### config.mk
export PLATFORM = sky130hd
export DESIGN_NAME = bsg_locking_arb_pkt_mux
export DESIGN_NICKNAME = d
export VERILOG_FILES = /design/src/rtl/bsg_locking_arb_pkt_mux.sv
export SDC_FILE = /design/constraint.sdc
export NUM_CORES = 1
export LEC_CHECK = 0
export BUFFER_PORTS_ARGS = -buffer_cell sky130_fd_sc_hd__buf_4
export CORE_UTILIZATION = 40
export CTS_CLUSTER_SIZE = 28
export DETAILED_ROUTE_END_ITERATION = 10
export PLACE_DENSITY = 0.88
export RECOVER_POWER = 25
export SYNTH_ARGS = -nofsm -noshare
export SYNTH_HDL_FRONTEND = slang
export SYNTH_SLANG_ARGS = --single-unit
### constraint.sdc
create_clock -name clk_i -period 2.92 [get_ports clk_i]
set_clock_uncertainty 0.05 [all_clocks]
set_input_delay 0.438 -clock clk_i [delete_from_list [all_inputs] [get_ports clk_i]]
set_output_delay 0.438 -clock clk_i [all_outputs]
set_load 0.02 [all_outputs]
### src/rtl/bsg_locking_arb_pkt_mux.sv
// Packet-granular mux behind a locking arbiter: routes a header and its body
// beats from one channel to a single output, releasing the lock on the last beat.

module bsg_locking_arb_pkt_mux_lane #(
   parameter int idx_p   = 0,
   parameter int sel_w_p = 1
) (
   input  logic [sel_w_p-1:0] i_sel,
   input  logic [sel_w_p-1:0] i_owner,
   input  logic               i_hs,
   input  logic               i_grant,
   output logic               o_yumi,
   output logic               o_mismatch
);
   assign o_yumi     = (i_sel == sel_w_p'(idx_p)) & i_hs;
   // Grant bit must agree with one-hot(owner) while a packet is locked.
   assign o_mismatch = i_grant ^ (i_owner == sel_w_p'(idx_p));
endmodule

module bsg_locking_arb_pkt_mux #(
   parameter int els_p       = 4,
   parameter int width_p     = 16,
   parameter int len_width_p = 4,
   localparam int sel_w_lp   = (els_p > 1) ? $clog2(els_p) : 1
) (
   input  logic                     clk_i,
   input  logic                     reset_i,
   input  logic [els_p-1:0]         grants_i,
   input  logic [els_p-1:0]         v_i,
   input  logic [els_p*width_p-1:0] data_i,
   output logic [els_p-1:0]         yumi_o,
   output logic                     v_o,
   output logic [width_p-1:0]       data_o,
   input  logic                     ready_i,
   output logic                     unlock_o,
   output logic [sel_w_lp-1:0]      owner_o,
   output logic                     err_o
);

   typedef enum logic {S_IDLE, S_BODY} state_e;

   state_e                 r_state, w_state_nxt;
   logic [len_width_p-1:0] r_count, w_count_nxt;
   logic [sel_w_lp-1:0]    r_owner, w_owner_nxt;
   logic                   r_err,   w_err_nxt;

   logic [sel_w_lp-1:0]    w_idle_sel, w_sel;
   logic                   w_any_grant, w_multi_grant, w_body_err;
   logic                   w_hs, w_last;
   logic [els_p-1:0]       w_mismatch;
   logic [width_p-1:0]     w_beat;
   logic [len_width_p-1:0] w_len;

   always_comb begin
      w_idle_sel = '0;
      for (int i = els_p-1; i >= 0; i--)
         if (grants_i[i]) w_idle_sel = sel_w_lp'(i);
   end

   assign w_any_grant   = |grants_i;
   assign w_multi_grant = |(grants_i & (grants_i - els_p'(1)));
   // Once locked, routing follows the owner and ignores the grant vector.
   assign w_sel  = (r_state == S_BODY) ? r_owner : w_idle_sel;
   assign w_beat = data_i[w_sel*width_p +: width_p];
   assign w_len  = w_beat[len_width_p-1:0];

   assign v_o    = ~reset_i & ((r_state == S_BODY) ? v_i[r_owner]
                                                   : (w_any_grant & v_i[w_idle_sel]));
   assign data_o = (reset_i | ((r_state == S_IDLE) & ~w_any_grant)) ? '0 : w_beat;
   assign w_hs   = v_o & ready_i;

   assign w_last   = w_hs & ((r_state == S_IDLE) ? (w_len == '0)
                                                 : (r_count == len_width_p'(1)));
   assign unlock_o = reset_i | w_last;
   assign owner_o  = w_sel;
   assign err_o    = r_err;

   for (genvar g = 0; g < els_p; g++) begin : g_lane
      bsg_locking_arb_pkt_mux_lane #(.idx_p(g), .sel_w_p(sel_w_lp)) u_lane (
         .i_sel      (w_sel),
         .i_owner    (r_owner),
         .i_hs       (w_hs),
         .i_grant    (grants_i[g]),
         .o_yumi     (yumi_o[g]),
         .o_mismatch (w_mismatch[g])
      );
   end

   assign w_body_err = w_any_grant & (|w_mismatch);

   always_comb begin
      w_state_nxt = r_state;
      w_count_nxt = r_count;
      w_owner_nxt = r_owner;
      w_err_nxt   = r_err | ((r_state == S_IDLE) ? w_multi_grant : w_body_err);
      case (r_state)
         S_IDLE: begin
            if (w_hs) begin
               w_owner_nxt = w_idle_sel;
               if (w_len != '0) begin
                  w_count_nxt = w_len;
                  w_state_nxt = S_BODY;
               end
            end
         end
         S_BODY: begin
            if (w_hs) begin
               w_count_nxt = r_count - len_width_p'(1);
               if (r_count == len_width_p'(1)) w_state_nxt = S_IDLE;
            end
         end
         default: w_state_nxt = S_IDLE;
      endcase
   end

   always_ff @(posedge clk_i) begin
      if (reset_i) begin
         r_state <= S_IDLE;
         r_count <= '0;
         r_owner <= '0;
         r_err   <= 1'b0;
      end else begin
         r_state <= w_state_nxt;
         r_count <= w_count_nxt;
         r_owner <= w_owner_nxt;
         r_err   <= w_err_nxt;
      end
   end

endmodule

## Yosys cells after proc, flatten, opt, wreduce, memory -nomap -nowiden

Index checks and enable logic that the tools add are counted.

| word-level totals | value |
|---|---|
| bits in registers | 8 |
| latch bits | 0 |
| RAM bits | 0 |
| ROM bits | 0 |
| input bits | 75 |
| word-level logic and storage cells | 71 |
| memories kept | 0 |

| cells by class | value |
|---|---|
| add/sub/neg operators | 2 |
| multipliers | 0 |
| div/mod/pow operators | 0 |
| magnitude comparators | 2 |
| equal/unequal tests | 10 |
| shifts and indexed selects | 1 |
| muxes and demuxes | 22 |
| bitwise operators | 21 |
| reduce and logical (&&, ||, !) cells | 9 |

Operator list:

| cell | count |
|---|---|
| $shiftx 64x7->16 | 1 |
| $mux 16 | 1 |
| $mux 4 | 3 |
| $reduce_or 4->1 | 3 |
| $and 1x1->1 | 10 |
| $mux 2 | 5 |
| $mux 1 | 9 |
| $eq 2x2->1 const B | 4 |
| $pmux 4 s2 | 1 |
| $sub 4x1->4 const B | 2 |
| $lt 2x3->1 const B | 2 |
| $ne 2x1->1 const B | 3 |
| $and 4x4->4 | 1 |
| $bmux 1 s2 | 2 |
| $eq 2x1->1 const B | 2 |
| $eq 4x1->1 const B | 1 |
| $logic_not 2->1 | 2 |
| $logic_not 4->1 | 1 |
| $reduce_bool 4->1 | 1 |
| $xor 1x1->1 | 4 |
| $not 1->1 | 3 |
| $or 1x1->1 | 3 |
| $reduce_and 3->1 | 1 |
| $pmux 1 s2 | 1 |
| $reduce_and 2->1 | 1 |

## Logic depth before layout (Yosys ltp)

Gate-level depths: netlist of run 1.

| depth | value |
|---|---|
| depth after elaboration | 12 |
| mapped depth | 9 |

## Modules after synthesis

From an unflattened synthesis of run 1, not the netlist that was laid out.

| second synthesis, totals | value |
|---|---|
| cells, all modules | 180 |
| area, all modules | 1367.6 µm² |

By module, submodules not included:

| module | instances | cells an instance | area each (µm²) | sequential area each (µm²) |
|---|---|---|---|---|
| bsg_locking_arb_pkt_mux | 1 | 166 | 1253.7 | 160.2 |
| bsg_locking_arb_pkt_mux_lane (g_lane[1].u_lane ...) | 2 | 4 | 37.5 | 0.0 |
| bsg_locking_arb_pkt_mux_lane (g_lane[0].u_lane) | 1 | 3 | 20.0 | 0.0 |
| bsg_locking_arb_pkt_mux_lane (g_lane[3].u_lane) | 1 | 3 | 18.8 | 0.0 |

## Least setup slack after synthesis of run 1

OpenSTA, ideal clock, no wires.

| timing path | value |
|---|---|
| kind | input to output |
| start | in grants_i[2] |
| end | out unlock_o |
| arrival time | 2394 ps |
| data required time | 2432 ps |
| slack | 38 ps |
| stages | 8 |
| buffers on the path | 2 |
| cell sequence | buf_2 nand2b_1 a211o_1 buf_2 a221o_1 a221oi_4 a31oi_1 o21ai_0 |

| on the way | value |
|---|---|
| cells in the longest elaborated chain, start to end | 11 |
| elaborated cells on any way between the ends | 16 |

RTL lines:

| what | line | source |
|---|---|---|
| from (decl) | 28 | `input logic [els_p-1:0] grants_i,` |
| branches (longest 9 deep; another with $shiftx 64x7->16) | - |  |
| $and 1x1->1 * | 72 | `assign w_last = w_hs & ((r_state == S_IDLE) ? (w_len == '0)` |
| $or 1x1->1 * | 74 | `assign unlock_o = reset_i \| w_last;` |
| to (decl) | 35 | `output logic unlock_o,` |

Every way passes the cells marked *. The select of a mux whose other input is x is not followed.

## Worst setup path after layout of run 1

| timing path | value |
|---|---|
| start | in grants_i[3] |
| end | out unlock_o |

| on the way | value |
|---|---|
| cells in the longest elaborated chain, start to end | 12 |
| elaborated cells on any way between the ends | 17 |

RTL lines:

| what | line |
|---|---|
| branches (longest 10 deep; another with $shiftx 64x7->16) | - |
| $and 1x1->1 * | 72 |
| $or 1x1->1 * | 74 |

Marks and branches as above.

==> impl_results.md, run 1 <==
* Status: finished, final reports clean
* PortBufs at 99
* Crit path arrival time at 2.32 ns
* Postcts setup bufs at 0
* Req. time, crit path at 2.43 ns
* Die Area at 0.00369 mm^2
* Hold Crit Class: primary input to flip-flop
* Total chip power at 647 uW
* Worst-margin pin slew at 0.456 ns
* Sum of negative setup slack at 0 ns
* Critical-path maximum fanout at 11
* Clock-pin slew on the worst setup and hold paths at 0.05 ns
* Routed len/inst at 14.1 um
* # IOs at 100
* CTS buffer count at 3
* Initial core utilization at 43.8%
* Post-route DRC at 0
* Power density over cell area at 290 mW/mm^2
* Met3 GRT Util at 5.33%
* Endpoint class of the critical path: output port
* Startpoint types: primary input
* Max Cap Violations at 0
* Crit path capture: unlock_o
* Vias in the first global route at 1736
* Reg2reg setup slack at 0.65 ns
* Lkg Pwr at 1.08 nW
* Synth top area share at 17.1%
* Non-filler cells, final at 356
* Post-synth ARST share at 0%
* Period utilisation layout at 96.3%
* RSZ-0062 raised after global routing: no
* Most Used Layer, Global Route: met2
* CTS tree: done
* Clk_lat worst skew at 0.26 ns
* Post_cts resized at 1
* Synth top area cells: nand2_1 17%, dfxtp_1 12%, a311oi_1 7.6%
* Die Wd at 60.8 um
* Hold depth at 2
* Post-synthesis cell area at 0.00138 mm^2
* H-tree depth at 1
* First-iteration detailed-routing DRC count at 142
* Clock root buffer: clkbuf_4
* CP Launch Point: grants_i[3]
* Synth cell types at 48
* Reg2reg start: r_state
* Total gr overflow at 0
* Die height at 60.8 um
* CTS Hold Bufs at 0
* Syn Inst Count at 212
* GR met1 Demand/Resource at 34.1%
* EDFF count, synth at 0
* Peak supply drop at 240 uV
* Number of diodes at 0
* ANT nets after route at 0
* Maximum clock rate at 0.355 GHz
* Yosys warning count at 0
* Global-route wire length before repair at 7600 um
* Synthesized flop and latch total at 8
* Slew HR at 69.2%
* Setup CP Type: primary input to output port
* GRT Util Overall at 26.6%
* Commonest non-fill, non-tap cells in the layout: 110 x buf_4, 63 x nand2_1, 13 x nor2_1, 13 x and3_1, 12 x a311oi_1
* CTS sink cnt at 8
* Total Wirelength at 5010 um
* Largest net degree at the start of global routing at 26
* Vias/cell at 5.62
* Capturing point of the worst reg2reg path: r_count[1]
* Inst Count DP at 353
* Placed Instance Area at 0.00222 mm^2
* Final Setup Violations at 0
* R2R depth at 8
* Vias at 2000
* Gp weighted congestion at 0.920
* Met2 Use GR at 46.0%
* Pre-CTS setup slack at 0.145 ns
* Syn Area/Cell at 6.52 um^2
* Final hold viol count at 0
* Area leader, netlist: nand2_1
* Core Box Area at 0.00315 mm^2
* Register area share after synthesis at 11.6%
* Initial antenna violation count at 0
* FP Rows at 20
* DP HPWL at 3950 um
* Post-layout min period at 2.81 ns
* DRT Pass-1 Iters at 5
* Final #Nets at 391
* Most common cell after layout, fill and taps aside: buf_4
* Share of post-route cells with drive strength above 1 at 40.4%
* Maximum buffer depth of the clock tree at 2
* Post-route cell area at 0.00223 mm^2
* Slew Viols, Final at 0
* Area delta synth->final at 61.3%
* Final worst slack at 0.107 ns
* Syn Nets at 289
* Top_reg_cell synth: dfxtp_1
[metal layers]
layer | vias to the layer above | wire [um]
met5 | - | 0
met4 | 0 | 85
met3 | 18 | 410
met2 | 126 | 2470
met1 | 888 | 2040
li1 | 968 | -
[worst min-delay path by stage]
stage                from    endpoint  slack [ns]
2_1_floorplan  r_count[3]  r_count[3]        0.39
3_3_place_gp   r_count[3]  r_count[3]        0.41
3_5_place_dp   r_count[3]  r_count[3]        0.43
4_1_cts           reset_i  r_owner[1]        0.33
5_1_grt           reset_i  r_owner[0]        0.34
6_report          reset_i  r_owner[0]        0.34
[layout make-up]
class                   count  area [um^2]
inverters                   8         35.0
fillers                   284          925
clock buffers               3         22.5
well taps                  44         55.1
multi-input cells         178         1090
repair buffers            115          861
flip-flops and latches      8          164
[worst max-delay path: stages]
cell and delay, ns:
buf_4 0.14, nor2_1 0.25, o31a_4 0.20, inv_6 0.06
a221o_1 0.40, a221oi_4 0.31, a31oi_1 0.11, o21ai_0 0.22
buf_4 0.18
[cell families after synthesis]
kind of cell / count (synthesis) / share of synthesized area, %
AO/OA/AOI/OAI: 51 / 31.6
flip-flops: 8 / 11.6
adder cells (fa/ha/maj): 2 / 1.81
AND/OR/NAND/NOR: 118 / 38.9
buffers and inverters: 26 / 9.96
multiplexers: 7 / 6.16
[sequential cells by signal, indices dropped and copies added, names as in the netlist]
register / cells
r_owner: 2
r_count: 4
r_state: 1
err_o: 1
[per-stage QoR]
step	hold WS, ns	utilization (%)
2_1_floorplan	0.393	-
3_3_place_gp	0.411	70.3
3_5_place_dp	0.435	70.3
6_report	0.338	70.7
5_1_grt	0.339	70.7
4_1_cts	0.334	71.1
[synth_stat cells, types with 2 or more instances]
library cell and n:
inv_1 6, o2bb2ai_1 2, buf_4 5, and2_1 3, nand3_1 8, nor2b_1 4, nor2_1 13, mux2_2 2
o21ai_0 6, a221o_1 2, a311oi_1 12, nor3_1 5, buf_2 7, clkbuf_1 5, dfxtp_1 8, a31oi_1 5
mux2i_1 4, or3_1 2, a21oi_1 9, nand2_1 63, ha_1 2, and3_1 13
[report_power, final]
group | switching, mW | internal (mW)
Clock | 0.0401 | 0.0472
Combinational | 0.217 | 0.213
Sequential | 0.0115 | 0.119
Total | 0.268 | 0.379
(Power assumes the default switching activity.)
==> run 2, diff against run 1 <==
Settings changed: CTS_BUF_LIST set to sky130_fd_sc_hd__clkbuf_16.
Clock period 2.92 ns to 3.1 ns, I/O delays scaled along.
==> impl_results.md, run 2 (synthesis gave the netlist of run 1 again) <==
* Vias at 1988 (-0.60%)
* Slowest-stage cell, CP: a221o_1
* Most common cell after layout, fill and taps aside: buf_4
* Worst path top cell family by delay: compound AO/OA/AOI/OAI gates
* Final hold viol count at 0 (unchanged)
* Die Wd at 60.8 um (unchanged)
* Endpoint class of the critical path: output port
* Slew HR at 69.4% (+0.17 points)
* Post-route DRC at 0 (unchanged)
* Initial antenna violation count at 0 (unchanged)
* Maximum clock rate at 0.335 GHz
* FP Rows at 20 (unchanged)
* Die height at 60.8 um (unchanged)
* Req. time, crit path at 2.58 ns (+0.15 ns)
* Area delta synth->final at 61.2% (about the same)
* RSZ-0062 raised after global routing: no
* Status: finished, final reports clean
* H-tree depth at 1 (unchanged)
* Clk_lat worst skew at 0.23 ns (-0.03 ns)
* Biggest regs: r_count x4, r_owner x2
* Global-route wire length before repair at 7530 um (-1.0%)
* CTS tree: done
* Largest Register: r_count
* Worst-margin pin slew at 0.459 ns (+0.00380 ns)
* # IOs at 100 (unchanged)
* Final Setup Violations at 0 (unchanged)
* Placed Instance Area at 0.00216 mm^2 (-2.6%)
* Post-layout min period at 2.99 ns
* Total gr overflow at 0 (unchanged)
* Routed len/inst at 15.0 um (+6.3%)
* Layout fillers at 276 (-2.8%)
* CTS Hold Bufs at 0 (unchanged)
* Worst path max stage delay at 0.42 ns (+0.02 ns)
* Vias in the first global route at 1751 (+0.86%)
* Post-route cell area at 0.00223 mm^2 (about the same)
* Largest net degree at the start of global routing at 26 (unchanged)
* DP HPWL at 3960 um (about the same)
* CTS buffer count at 3 (unchanged)
* Sum of negative setup slack at 0 ns (unchanged)
* Power density over cell area at 333 mW/mm^2 (+14%)
* Die Area at 0.00369 mm^2 (unchanged)
* Final #Nets at 385 (-1.5%)
* Crit path arrival time at 2.47 ns (+0.15 ns)
* Initial core utilization at 43.8% (unchanged)
* WP buf/inv at 3 (unchanged)
* Largest register FFs at 4 (unchanged)
* CP cell instances: buf_4 > nor2_1 > o31a_4 > inv_6 > a221o_1 > a221oi_4 > a31oi_1 > o21ai_0 > buf_4
* Number of diodes at 0 (unchanged)
* Lkg Pwr at 1.07 nW (-0.58%)
* Total Wirelength at 5240 um (+4.5%)
* GRT Util Overall at 26.8% (+0.23 points)
* Peak supply drop at 424 uV (+77%)
* Max Cap Violations at 0 (unchanged)
* ANT nets after route at 0 (unchanged)
* First-iteration detailed-routing DRC count at 141 (-0.70%)
* Top cell by count, worst path: buf_4
* Core Box Area at 0.00315 mm^2 (unchanged)
* Vias/cell at 5.68 (+1.1%)
* Clock root buffer: clkbuf_16
* Critical-path maximum fanout at 15 (+4)
* Share of post-route cells with drive strength above 1 at 39.2% (-1.2 points)
* Commonest non-fill, non-tap cells in the layout: 105 x buf_4, 63 x nand2_1, 13 x nor2_1, 13 x and3_1, 12 x a311oi_1
* CTS sink cnt at 8 (unchanged)
* Hold Crit Class: primary input to flip-flop
* Startpoint types: primary input
* Maximum buffer depth of the clock tree at 2 (unchanged)
* Slew Viols, Final at 0 (unchanged)
* PortBufs at 99 (unchanged)
* Period utilisation layout at 96.4%
* Setup CP Type: primary input to output port
* Clock-pin slew on the worst setup and hold paths at 0.04 ns (about the same)
* DRT Pass-1 Iters at 5 (unchanged)
* Gp weighted congestion at 0.883 (-4.0%)
-- run 2: cell types whose count changed in the layout (fill, tap and decap cells not counted) --
| cell | delta |
|---|---|
| dfxtp_1 | +1 |
| or2_1 | -1 |
| buf_6 | +1 |
| buf_4 | -5 |
| or2_0 | +1 |
| buf_12 | -1 |
| dfxtp_4 | -1 |
| clkbuf_4 | -3 |
| clkbuf_1 | -1 |
| clkbuf_16 | +3 |
-- run 2: final timing paths --
path,from,end,slack (ns),cells past startpoint
max,grants_i[3],unlock_o,0.11,9
min,reset_i,err_o,0.39,2
max reg2reg,r_state,r_count[0],0.60,8
min reg2reg,r_count[3],r_count[3],0.43,2
-- run 2: power by group --
group          internal (mW)  leakage [nW]  switching (mW)
registers              0.112        0.0655          0.0109
logic                  0.191         0.967           0.205
clock network          0.167        0.0370          0.0553
-- run 2: cell type report --
type	instances	area [um^2]	share of cell area [%]
multi-input combinational	178	1090	49.0
clock buffer	3	75.1	3.37
inverter	8	35.0	1.57
tap	44	55.1	2.47
sequential	8	160	7.19
timing repair buffer	109	811	36.4
-- run 2: per-stage QoR --
step / hold slack [ns] / utilization [%] / total power [mW] / setup slack [ns] / instances
global route: 0.402 / 70.6 / 0.778 / 0.0293 / 350
CTS: 0.396 / 70.9 / 0.738 / 0.119 / 350
global placement: 0.409 / 68.5 / 0.510 / 0.224 / 347
finish: 0.394 / 70.6 / 0.741 / 0.111 / 350
detailed placement: 0.421 / 68.5 / 0.517 / 0.134 / 347
floorplan: 0.393 / - / 0.346 / 0.164 / 212
-- run 2: worst register-to-register path, stage by stage, from the launching register on --
cell and delay, ns:
dfxtp_1 0.56, clkbuf_1 0.42, inv_1 0.11, nand3_1 0.13, a221o_1 0.25, a221oi_4 0.09
clkbuf_1 0.18, a31o_1 0.27, o311a_1 0.32
-- run 2: metal layers --
metal | share of wire (%) | up-vias | GRT usage, % | wire [um]
met4 | 1.8 | 0 | 8.77 | 95
li1 | - | 958 | - | -
met5 | 0 | - | 0 | 0
met1 | 39 | 892 | 32.2 | 2020
met2 | 50 | 125 | 47.4 | 2610
met3 | 9.8 | 13 | 5.76 | 512
-- run 2: timing repair --
item,4_1_cts,5_1_grt
setup buffers,0,0
gates resized for setup,0,1
setup endpoints to repair,0,1
==> run 3, diff against run 2 <==
Settings changed: CELL_PAD_IN_SITES_DETAIL_PLACEMENT set to 2, CELL_PAD_IN_SITES_GLOBAL_PLACEMENT set to 2, CORE_UTILIZATION 40 to 19, PLACE_DENSITY 0.88 to 0.89.
==> impl_results.md, run 3 (synthesis gave the netlist of run 1 again) <==
* CTS buffer count at 3 (unchanged)
* Core Box Area at 0.00691 mm^2 (+120%)
* Sum of negative setup slack at 0 ns (unchanged)
* Reg2reg setup slack at 0.67 ns (+0.07 ns)
* Layout fillers at 859 (+210%)
* Commonest non-fill, non-tap cells in the layout: 106 x buf_4, 63 x nand2_1, 13 x nor2_1, 13 x and3_1, 12 x a311oi_1
* CTS sink cnt at 8 (unchanged)
* Met3 wire len at 342 um (-33%)
* Routed len/inst at 16.9 um (+13%)
* Max Used Layer: met4
* Lkg Pwr at 1.08 nW (+0.70%)
* Crit path arrival time at 2.40 ns (-0.07 ns)
* Post-layout min period at 2.92 ns (-0.0722 ns)
* Status: finished, final reports clean
* Critical-path maximum fanout at 11 (-4)
* Startpoint types: primary input
* Power density over cell area at 329 mW/mm^2 (-1.0%)
* DP HPWL at 5370 um (+36%)
* CTS Hold Bufs at 0 (unchanged)
* Largest register FFs at 4 (unchanged)
* Req. time, crit path at 2.58 ns (about the same)
* Maximum buffer depth of the clock tree at 2 (unchanged)
* Die height at 87.3 um (+44%)
* Max Cap Violations at 0 (unchanged)
* Non-filler cells, final at 402 (+15%)
* PortBufs at 99 (unchanged)
* Hold Crit Class: primary input to flip-flop
* Total Wirelength at 6780 um (+29%)
* ANT nets after route at 0 (unchanged)
* Worst-margin pin slew at 0.629 ns (+0.170 ns)
* H-tree depth at 1 (unchanged)
* Vias at 1975 (-0.65%)
* Final Setup Violations at 0 (unchanged)
* Global-route wire length before repair at 10500 um (+39%)
* FP Rows at 30 (+50%)
* M1 WL at 2920 um (+45%)
* Period utilisation layout at 94.1% (-2.3 points)
* DRT Pass-1 Iters at 4 (-1)
* Endpoint class of the critical path: output port
* Largest net degree at the start of global routing at 26 (unchanged)
* Die Area at 0.00762 mm^2 (+110%)
* Most common cell after layout, fill and taps aside: buf_4
* Maximum clock rate at 0.343 GHz (+2.5%)
* Slew Viols, Final at 0 (unchanged)
* Vias/cell at 4.91 (-14%)
* Largest Register: r_count
* Inst Count DP at 399 (+15%)
* Slew HR at 57.4% (-12 points)
* GRT Util Overall at 17.5% (-9.3 points)
* # IOs at 100 (unchanged)
* Initial core utilization at 20.0% (-24 points)
* Gp weighted congestion at 0.791 (-10%)
* Postcts setup bufs at 0 (unchanged)
* Final hold viol count at 0 (unchanged)
* Share of post-route cells with drive strength above 1 at 39.9% (+0.65 points)
* Vias in the first global route at 2118 (+21%)
* Area delta synth->final at 66.9%
* Total gr overflow at 0 (unchanged)
* Initial antenna violation count at 0 (unchanged)
* Post-route DRC at 0 (unchanged)
* Met2 WL at 3400 um (+31%)
* Final #Nets at 385 (unchanged)
* Clk_lat worst skew at 0.24 ns (about the same)
* Die Wd at 87.3 um (+44%)
* CTS tree: done
* Clock-pin slew on the worst setup and hold paths at 0.04 ns (about the same)
* Biggest regs: r_count x4, r_owner x2
* Peak supply drop at 151 uV (-64%)
* Setup CP Type: primary input to output port
* First-iteration detailed-routing DRC count at 54 (-62%)
* Number of diodes at 0 (unchanged)
* Clock root buffer: clkbuf_16
* RSZ-0062 raised after global routing: no
==> run 3: cell types whose count changed in the layout (fill, tap and decap cells not counted) <==
cell,delta
dfxtp_2,+1
buf_12,+1
buf_6,-1
or2_0,-1
or2_1,+1
dfxtp_1,-1
buf_4,+1
clkbuf_1,-1
==> run 3: path summary, 6_finish.rpt <==
| check | from | end | cells past startpoint |
|---|---|---|---|
| worst min-delay path | reset_i | r_owner[1] | 2 |
| worst min register to register | r_count[3] | r_count[3] | 2 |
| worst max-delay path | grants_i[1] | unlock_o | 9 |
| worst max register to register | r_state | r_count[1] | 8 |
==> run 3: critical path: stages <==
cell and delay (ns):
buf_4 0.13, or2_1 0.26, o31a_4 0.24, inv_6 0.07
a221o_1 0.41, a221oi_4 0.32, a31oi_1 0.14, o21ai_0 0.20
buf_4 0.17
==> run 3: layer usage <==
metal  up-vias  GRT usage [%]
li1        954              -
met1       951           21.5
met2        62           31.5
met3         8           2.56
met4         0           5.07
met5         -              0
==> run 3: cell type report <==
cell class	count	area, um^2	area share (%)
timing repair buffer	109	823	35.7
sequential	8	161	7.00
clock buffer	3	75.1	3.26
inverter	8	35.0	1.52
multi-input combinational	178	1090	47.3
tap	96	120	5.21
==> run 3: report_power, final <==
group | switching, mW | internal, mW
clock network | 0.0566 | 0.167
registers | 0.0120 | 0.113
logic | 0.217 | 0.194
total | 0.286 | 0.473
==> run 3: repair_timing <==
| action | 4_1_cts | 5_1_grt |
|---|---|---|
| endpoints found under the setup margin | 0 | 1 |
| gates resized for setup | 0 | 1 |
| hold endpoints to repair | 0 | 0 |
==> run 3: through the flow <==
step                setup WS, ns  instance area [um^2]  hold slack (ns)  total power, mW  utilization, %
floorplan                  0.164                  1380            0.393            0.346               -
global placement           0.278                  2240            0.412            0.527            32.4
detailed placement         0.219                  2240            0.451            0.539            32.4
CTS                        0.119                  2310            0.387            0.767            33.5
global route              0.0666                  2310            0.399            0.804            33.4
finish                     0.183                  2310            0.382            0.759            33.4
